File: config.mk
export PLATFORM = sky130hd
export DESIGN_NAME = blk_mem_arbiter_flat
export DESIGN_NICKNAME = d
export VERILOG_FILES = /design/src/rtl/blk_mem_arbiter_if.sv /design/src/rtl/blk_mem_arbiter.sv /design/src/flat_wrapper.sv
export SDC_FILE = /design/constraint.sdc
export NUM_CORES = 2
export LEC_CHECK = 0
export BUFFER_PORTS_ARGS = -buffer_cell sky130_fd_sc_hd__buf_4
export CAP_MARGIN = 20
export CORE_AREA = 2 2 612 614
export DETAILED_ROUTE_END_ITERATION = 10
export DIE_AREA = 0 0 614 616
export GPL_TIMING_DRIVEN = 0
export SETUP_SLACK_MARGIN = 0.5
export SLEW_MARGIN = 20
export SYNTH_ARGS = -nofsm -noshare
export SYNTH_HDL_FRONTEND = slang
export SYNTH_SLANG_ARGS = --single-unit
File: constraint.sdc
create_clock -name CLK -period 2.8 [get_ports CLK]
set_clock_uncertainty 0.1 [all_clocks]
set_input_delay 0.56 -clock CLK [delete_from_list [all_inputs] [get_ports CLK]]
set_output_delay 0.56 -clock CLK [all_outputs]
set_load 0.02 [all_outputs]
File: src/rtl/blk_mem_arbiter_if.sv
// blk_mem_arbiter_if: cache-requester and memory-model signals of the block arbiter.
// The slave modport is the arbiter's view, and master is the surrounding system.
interface blk_mem_arbiter_if;
    logic         i_req;
    logic         i_done;
    logic [255:0] i_block;
    logic         d_rd_req;
    logic         d_wr_req;
    logic [255:0] d_wr_block;
    logic         d_done;
    logic [255:0] d_block;
    logic         iBlkRead;
    logic [255:0] block_read_fIM;
    logic         block_read_fIM_valid;
    logic         dBlkRead;
    logic         dBlkWrite;
    logic [255:0] block_write_2DM;
    logic [255:0] block_read_fDM;
    logic         block_read_fDM_valid;
    logic         block_write_fDM_valid;
    logic         sys_hold;
    logic         busy;
    logic         timeout_err;

    modport slave (
        input  i_req, d_rd_req, d_wr_req, d_wr_block, block_read_fIM, block_read_fIM_valid,
               block_read_fDM, block_read_fDM_valid, block_write_fDM_valid, sys_hold,
        output i_done, i_block, d_done, d_block, iBlkRead, dBlkRead, dBlkWrite,
               block_write_2DM, busy, timeout_err
    );

    modport master (
        output i_req, d_rd_req, d_wr_req, d_wr_block, block_read_fIM, block_read_fIM_valid,
               block_read_fDM, block_read_fDM_valid, block_write_fDM_valid, sys_hold,
        input  i_done, i_block, d_done, d_block, iBlkRead, dBlkRead, dBlkWrite,
               block_write_2DM, busy, timeout_err
    );
endinterface

File: src/rtl/blk_mem_arbiter.sv
// blk_mem_arbiter: serializes I-cache fills and D-cache fills/writebacks onto one memory block port.
// Optional ARB_TIMEOUT_EN adds a grant-state wait counter that aborts with a sticky timeout_err.
module blk_mem_arbiter #(
    parameter int STARVE_LIMIT = 4
`ifdef ARB_TIMEOUT_EN
    , parameter int MAX_WAIT = 64
`endif
) (
    input logic CLK,
    input logic RESET,
    blk_mem_arbiter_if.slave bus
);
    typedef enum logic [2:0] {IDLE, G_I, G_DRD, G_DWR, DONE} state_t;
    localparam int SW = $clog2(STARVE_LIMIT + 1);

    state_t        state_q, state_d;
    logic [SW-1:0] starve_q, starve_d;
    logic          gnt_i_q;
    logic [255:0]  i_block_q, d_block_q, wr_q;
    logic          grant, hit, tmo, i_ok, starved;

    assign grant   = state_q inside {G_I, G_DRD, G_DWR};
    assign hit     = (state_q == G_I && bus.block_read_fIM_valid) ||
                     (state_q == G_DRD && bus.block_read_fDM_valid) ||
                     (state_q == G_DWR && bus.block_write_fDM_valid);
    assign i_ok    = bus.i_req && !bus.sys_hold;
    assign starved = starve_q == SW'(STARVE_LIMIT);

`ifdef ARB_TIMEOUT_EN
    logic [6:0] wait_q;
    logic       err_q;
    assign tmo = grant && wait_q == 7'(MAX_WAIT - 1);
    always_ff @(posedge CLK) begin
        if (RESET) begin
            wait_q <= '0;
            err_q  <= 1'b0;
        end else begin
            wait_q <= (grant && !hit) ? wait_q + 7'd1 : '0;
            err_q  <= err_q | (tmo && !hit);
        end
    end
    assign bus.timeout_err = err_q;
`else
    assign tmo = 1'b0;
    assign bus.timeout_err = 1'b0;
`endif

    always_comb begin
        state_d  = state_q;
        starve_d = starve_q;
        unique case (state_q)
            IDLE: begin
                state_d  = (i_ok && starved) ? G_I :
                           bus.d_wr_req      ? G_DWR :
                           bus.d_rd_req      ? G_DRD :
                           i_ok              ? G_I : IDLE;
                starve_d = (!bus.i_req || state_d == G_I) ? '0 :
                           (state_d != IDLE && !starved) ? starve_q + 1'b1 : starve_q;
            end
            G_I, G_DRD, G_DWR: state_d = (hit || tmo) ? DONE : state_q;
            default: state_d = IDLE;
        endcase
    end

    always_ff @(posedge CLK) begin
        if (RESET) begin
            state_q   <= IDLE;
            starve_q  <= '0;
            gnt_i_q   <= 1'b0;
            i_block_q <= '0;
            d_block_q <= '0;
            wr_q      <= '0;
        end else begin
            state_q  <= state_d;
            starve_q <= starve_d;
            if (state_q == IDLE) gnt_i_q <= state_d == G_I;
            if (state_q == IDLE && state_d == G_DWR) wr_q <= bus.d_wr_block;
            if (state_q == G_I && bus.block_read_fIM_valid) i_block_q <= bus.block_read_fIM;
            if (state_q == G_DRD && bus.block_read_fDM_valid) d_block_q <= bus.block_read_fDM;
        end
    end

    assign bus.iBlkRead        = state_q == G_I;
    assign bus.dBlkRead        = state_q == G_DRD;
    assign bus.dBlkWrite       = state_q == G_DWR;
    assign bus.i_done          = state_q == DONE && gnt_i_q;
    assign bus.d_done          = state_q == DONE && !gnt_i_q;
    assign bus.busy            = state_q != IDLE;
    assign bus.i_block         = i_block_q;
    assign bus.d_block         = d_block_q;
    assign bus.block_write_2DM = wr_q;
endmodule

File: src/flat_wrapper.sv
// flat-port wrapper written by rule: the top's interface ports become plain ports
module blk_mem_arbiter_flat 
#(
    parameter int STARVE_LIMIT = 4

)
  (CLK, RESET, bus_i_req, bus_d_rd_req, bus_d_wr_req, bus_d_wr_block, bus_block_read_fIM, bus_block_read_fIM_valid, bus_block_read_fDM, bus_block_read_fDM_valid, bus_block_write_fDM_valid, bus_sys_hold, bus_i_done, bus_i_block, bus_d_done, bus_d_block, bus_iBlkRead, bus_dBlkRead, bus_dBlkWrite, bus_block_write_2DM, bus_busy, bus_timeout_err);
  blk_mem_arbiter_if bus_i ();
  input logic CLK;
  input logic RESET;
  input wire logic [$bits(bus_i.i_req)-1:0] bus_i_req;
  input wire logic [$bits(bus_i.d_rd_req)-1:0] bus_d_rd_req;
  input wire logic [$bits(bus_i.d_wr_req)-1:0] bus_d_wr_req;
  input wire logic [$bits(bus_i.d_wr_block)-1:0] bus_d_wr_block;
  input wire logic [$bits(bus_i.block_read_fIM)-1:0] bus_block_read_fIM;
  input wire logic [$bits(bus_i.block_read_fIM_valid)-1:0] bus_block_read_fIM_valid;
  input wire logic [$bits(bus_i.block_read_fDM)-1:0] bus_block_read_fDM;
  input wire logic [$bits(bus_i.block_read_fDM_valid)-1:0] bus_block_read_fDM_valid;
  input wire logic [$bits(bus_i.block_write_fDM_valid)-1:0] bus_block_write_fDM_valid;
  input wire logic [$bits(bus_i.sys_hold)-1:0] bus_sys_hold;
  output wire logic [$bits(bus_i.i_done)-1:0] bus_i_done;
  output wire logic [$bits(bus_i.i_block)-1:0] bus_i_block;
  output wire logic [$bits(bus_i.d_done)-1:0] bus_d_done;
  output wire logic [$bits(bus_i.d_block)-1:0] bus_d_block;
  output wire logic [$bits(bus_i.iBlkRead)-1:0] bus_iBlkRead;
  output wire logic [$bits(bus_i.dBlkRead)-1:0] bus_dBlkRead;
  output wire logic [$bits(bus_i.dBlkWrite)-1:0] bus_dBlkWrite;
  output wire logic [$bits(bus_i.block_write_2DM)-1:0] bus_block_write_2DM;
  output wire logic [$bits(bus_i.busy)-1:0] bus_busy;
  output wire logic [$bits(bus_i.timeout_err)-1:0] bus_timeout_err;
  assign bus_i.i_req = bus_i_req;
  assign bus_i.d_rd_req = bus_d_rd_req;
  assign bus_i.d_wr_req = bus_d_wr_req;
  assign bus_i.d_wr_block = bus_d_wr_block;
  assign bus_i.block_read_fIM = bus_block_read_fIM;
  assign bus_i.block_read_fIM_valid = bus_block_read_fIM_valid;
  assign bus_i.block_read_fDM = bus_block_read_fDM;
  assign bus_i.block_read_fDM_valid = bus_block_read_fDM_valid;
  assign bus_i.block_write_fDM_valid = bus_block_write_fDM_valid;
  assign bus_i.sys_hold = bus_sys_hold;
  assign bus_i_done = bus_i.i_done;
  assign bus_i_block = bus_i.i_block;
  assign bus_d_done = bus_i.d_done;
  assign bus_d_block = bus_i.d_block;
  assign bus_iBlkRead = bus_i.iBlkRead;
  assign bus_dBlkRead = bus_i.dBlkRead;
  assign bus_dBlkWrite = bus_i.dBlkWrite;
  assign bus_block_write_2DM = bus_i.block_write_2DM;
  assign bus_busy = bus_i.busy;
  assign bus_timeout_err = bus_i.timeout_err;
  blk_mem_arbiter #(.STARVE_LIMIT(STARVE_LIMIT)) u_core (.CLK(CLK), .RESET(RESET), .bus(bus_i));
endmodule
==> impl_metrics.tcl <==
set metrics [dict create \
    status "completed" \
    p_total_mw 34.1 \
    clock_tree.root_cell "clkbuf_16" \
    synthArstFlopShare 0 \
    layout.area.seq_um2 15500 \
    fin_cells 11000 \
    grt_overflow 0 \
    critPathMaxStageDelay_ns 0.30 \
    wl_per_cell_um 29.1 \
    endpoint_kind "output port" \
    synth.avg_cell_area_um2 7.95 \
    setup_tns_ns 0 \
    core-area_um2 371000 \
    final_common_cell "buf_4" \
    yosysTopAreaCellShare 0.576 \
    r2r_start "u_core.state_q[0]$_SDFF_PP0_" \
    synth.distinct_cells 33 \
    rsz0062_at_grt "yes" \
    synth_seq_cells 775 \
    initial_core_util 0.0725 \
    drv_slew 0 \
    remaining_drc_errors 0 \
    cp_max_fo 9 \
    place_congestion 1.18 \
    layout.nets 6613 \
    syn_area_um2 26900 \
    die_x_um 614 \
    ir_worst_vdd_mv 0.441 \
    path_buf_inv 3 \
    regToRegSetupSlack_ns 0.51 \
    synth_fp_nets 4167 \
    final_cell_mix "buf_4, nand2_1, dlygate4sd3_1" \
    dp_hpwl_um 280000 \
    antenna_found_initial 199 \
    cp_cell_sequence "buf_6 -> nor3b_4 -> buf_12 -> buf_12" \
    hold-path-cell-count 5 \
    crit_top_cell "buf_12" \
    r2r_end "u_core.starve_q[2]$_SDFFE_PP0P_" \
    p_leak_nw 22.4 \
    syn2layout_area_growth_pct 110 \
    totalWireLength_um 320000 \
    cts_buffers 102 \
    min_from "bus_sys_hold" \
    crit_path_start_kind "register" \
    holdPathEnd "u_core.starve_q[2]$_SDFFE_PP0P_" \
    synth_area_leaders "dfxtp_1, nand2_1, a21oi_1, clkbuf_1, buf_6" \
    hold_ws_ns 0.142 \
    synthFlopType "dfxtp_1" \
    synth-edff-count 0 \
    cts.sinks 775 \
    cts_max_level 3 \
    period_share 0.890 \
    placement.io_buffers 1549 \
    setup_viol 0 \
    crit_family "buffers and inverters" \
    slew_headroom 0.313 \
    yosys.area.top_type "dfxtp_1" \
    yosysSeqAreaShare 0.576 \
    firstDrtPassIters 5 \
    crit_slowest_cell "dfxtp_1" \
    path_clk_slew_ns 0.06 \
    via_per_inst 3.21 \
    max_freq_mhz 401 \
    num_vias 35200 \
    max-cap-violations 0 \
    grt_pass1_vias 33900 \
    clock_latency_ns 0.85 \
    worst_pin_slew_ns 1.03 \
    postRouteAntennaNets 0 \
    drtIter0Drc 3117 \
    ys.warnings.count 0 \
    cp.required_ns 2.14 \
    r2r_cells 14 \
    die_h_um 616 \
    power_density_nw_per_um2 603 \
    crit_cells 4 \
    min_path_type "in2reg" \
    netlist_instances 3388 \
    worst-setup-path-type "reg2out" \
    period_minus_slack_ns 2.49 \
    boundaryPins 1552 \
    track_usage 0.161 \
    nFillCells 42200 \
    clock_tree.buffer_depth 4 \
    drive_gt1_frac 0.326 \
    multi_input_area_um2 10000 \
    grt_pass1_wl_um 388000 \
    die-area_um2 378000 \
    critPathArrivalTime_ns 1.83 \
    cts_tree "yes" \
    finalHoldViolations 0 \
    dp.cells 9911 \
    rows 224 \
    grt_max_degree 16 \
]
==> metal layers <==
layer  global-route usage  vias to the layer above  part of all wire
met2                0.269                     1901              0.47
met1                0.173                    16800              0.36
met5                    0                        -           0.00086
li1                     -                    15900                 -
met4               0.0704                       42             0.051
met3               0.0760                      559              0.12
==> metrics by stage <==
step	util	cell area, um^2	setup slack, ns
after floorplan	-	26900	1.03
after global placement	0.121	44800	-1.05
after detailed placement	0.121	44800	-0.512
after CTS	0.151	56200	0.160
after global routing	0.152	56500	0.182
final	0.152	56600	0.308
==> state kept, by name, indices dropped and copies added, names as in the netlist <==
signal / count
u_core.starve_q: 3
u_core.bus.block_write_2DM: 256
u_core.bus.d_block: 256
u_core.state_q: 3
u_core.gnt_i_q: 1
u_core.bus.i_block: 256
==> how the worst max path moves through the flow <==
| stage | slack (ns) | to | start |
|---|---|---|---|
| 2_1_floorplan | 1.03 | u_core.bus.i_block[45]$_SDFFE_PP0P_ | u_core.state_q[1]$_SDFF_PP0_ |
| 6_report | 0.31 | bus_dBlkRead | u_core.state_q[2]$_SDFF_PP0_ |
| 3_3_place_gp | -1.05 | u_core.bus.i_block[0]$_SDFFE_PP0P_ | RESET |
| 3_5_place_dp | -0.51 | u_core.bus.block_write_2DM[209]$_SDFFE_PP0P_ | RESET |
| 4_1_cts | 0.16 | bus_iBlkRead | u_core.state_q[2]$_SDFF_PP0_ |
| 5_1_grt | 0.18 | bus_dBlkRead | u_core.state_q[1]$_SDFF_PP0_ |
==> worst reg2reg max path, stage by stage (launching register included) <==
cell,delay [ns]
dfxtp_1,0.30
buf_6,0.13
buf_6,0.12
nor3_4,0.15
inv_2,0.08
buf_4,0.14
buf_4,0.12
buf_4,0.12
buf_4,0.12
buf_4,0.12
buf_4,0.12
buf_4,0.14
nor4b_4,0.26
nand3b_1,0.11
o21ai_0,0.08
==> synthesized netlist by cell type (2+ instances only) <==
cell type	number
dfxtp_1	775
inv_1	4
nand2_1	1542
nand3b_1	2
buf_4	25
clkbuf_1	132
a21oi_2	10
buf_1	5
a21oi_1	763
o21ai_0	2
and2_1	2
buf_2	62
nor3b_1	2
nor2_1	3
buf_6	36
ha_1	2
nand2b_1	2
mux2i_1	4
==> logic make-up (layout without fill, tap and decap cells) <==
group | count (synthesis) | after routing | share of synthesized area
DFF | 775 | 775 | 0.576
buffers and inverters | 264 | 2785 | 0.0532
AOI/OAI and AO/OA | 781 | 781 | 0.147
other | 1 | 99 | 0.000139
muxes | 5 | 5 | 0.00191
adders and majority gates | 2 | 2 | 0.000929
and+or+nand+nor | 1560 | 1560 | 0.220
==> where the power goes <==
| group | switching (mW) | internal, mW | leakage (nW) | total (mW) |
|---|---|---|---|---|
| registers | 0.489 | 11.8 | 6.30 | 12.2 |
| logic | 5.02 | 3.16 | 14.5 | 8.18 |
| clock network | 5.84 | 7.86 | 1.65 | 13.7 |
==> final cells by class <==
class / count / share of cell area
Timing Repair Buffer: 2342 / 0.347
Sequential cell: 775 / 0.274
Multi-Input combinational cell: 2349 / 0.177
Tap cell: 4972 / 0.110
Clock buffer: 133 / 0.0498
Buffer: 260 / 0.0284
Clock inverter: 46 / 0.00937
Antenna cell: 98 / 0.00433
Inverter: 4 / 0.000265
==> timing repair <==
item	CTS	global route
setup buffers	14	1
hold endpoints to repair	772	0
pin swaps	5	3
setup endpoints to repair	744	305
resized for setup	59	77
hold buffers	776	0
No activity file was read; power rests on OpenSTA's default activity.
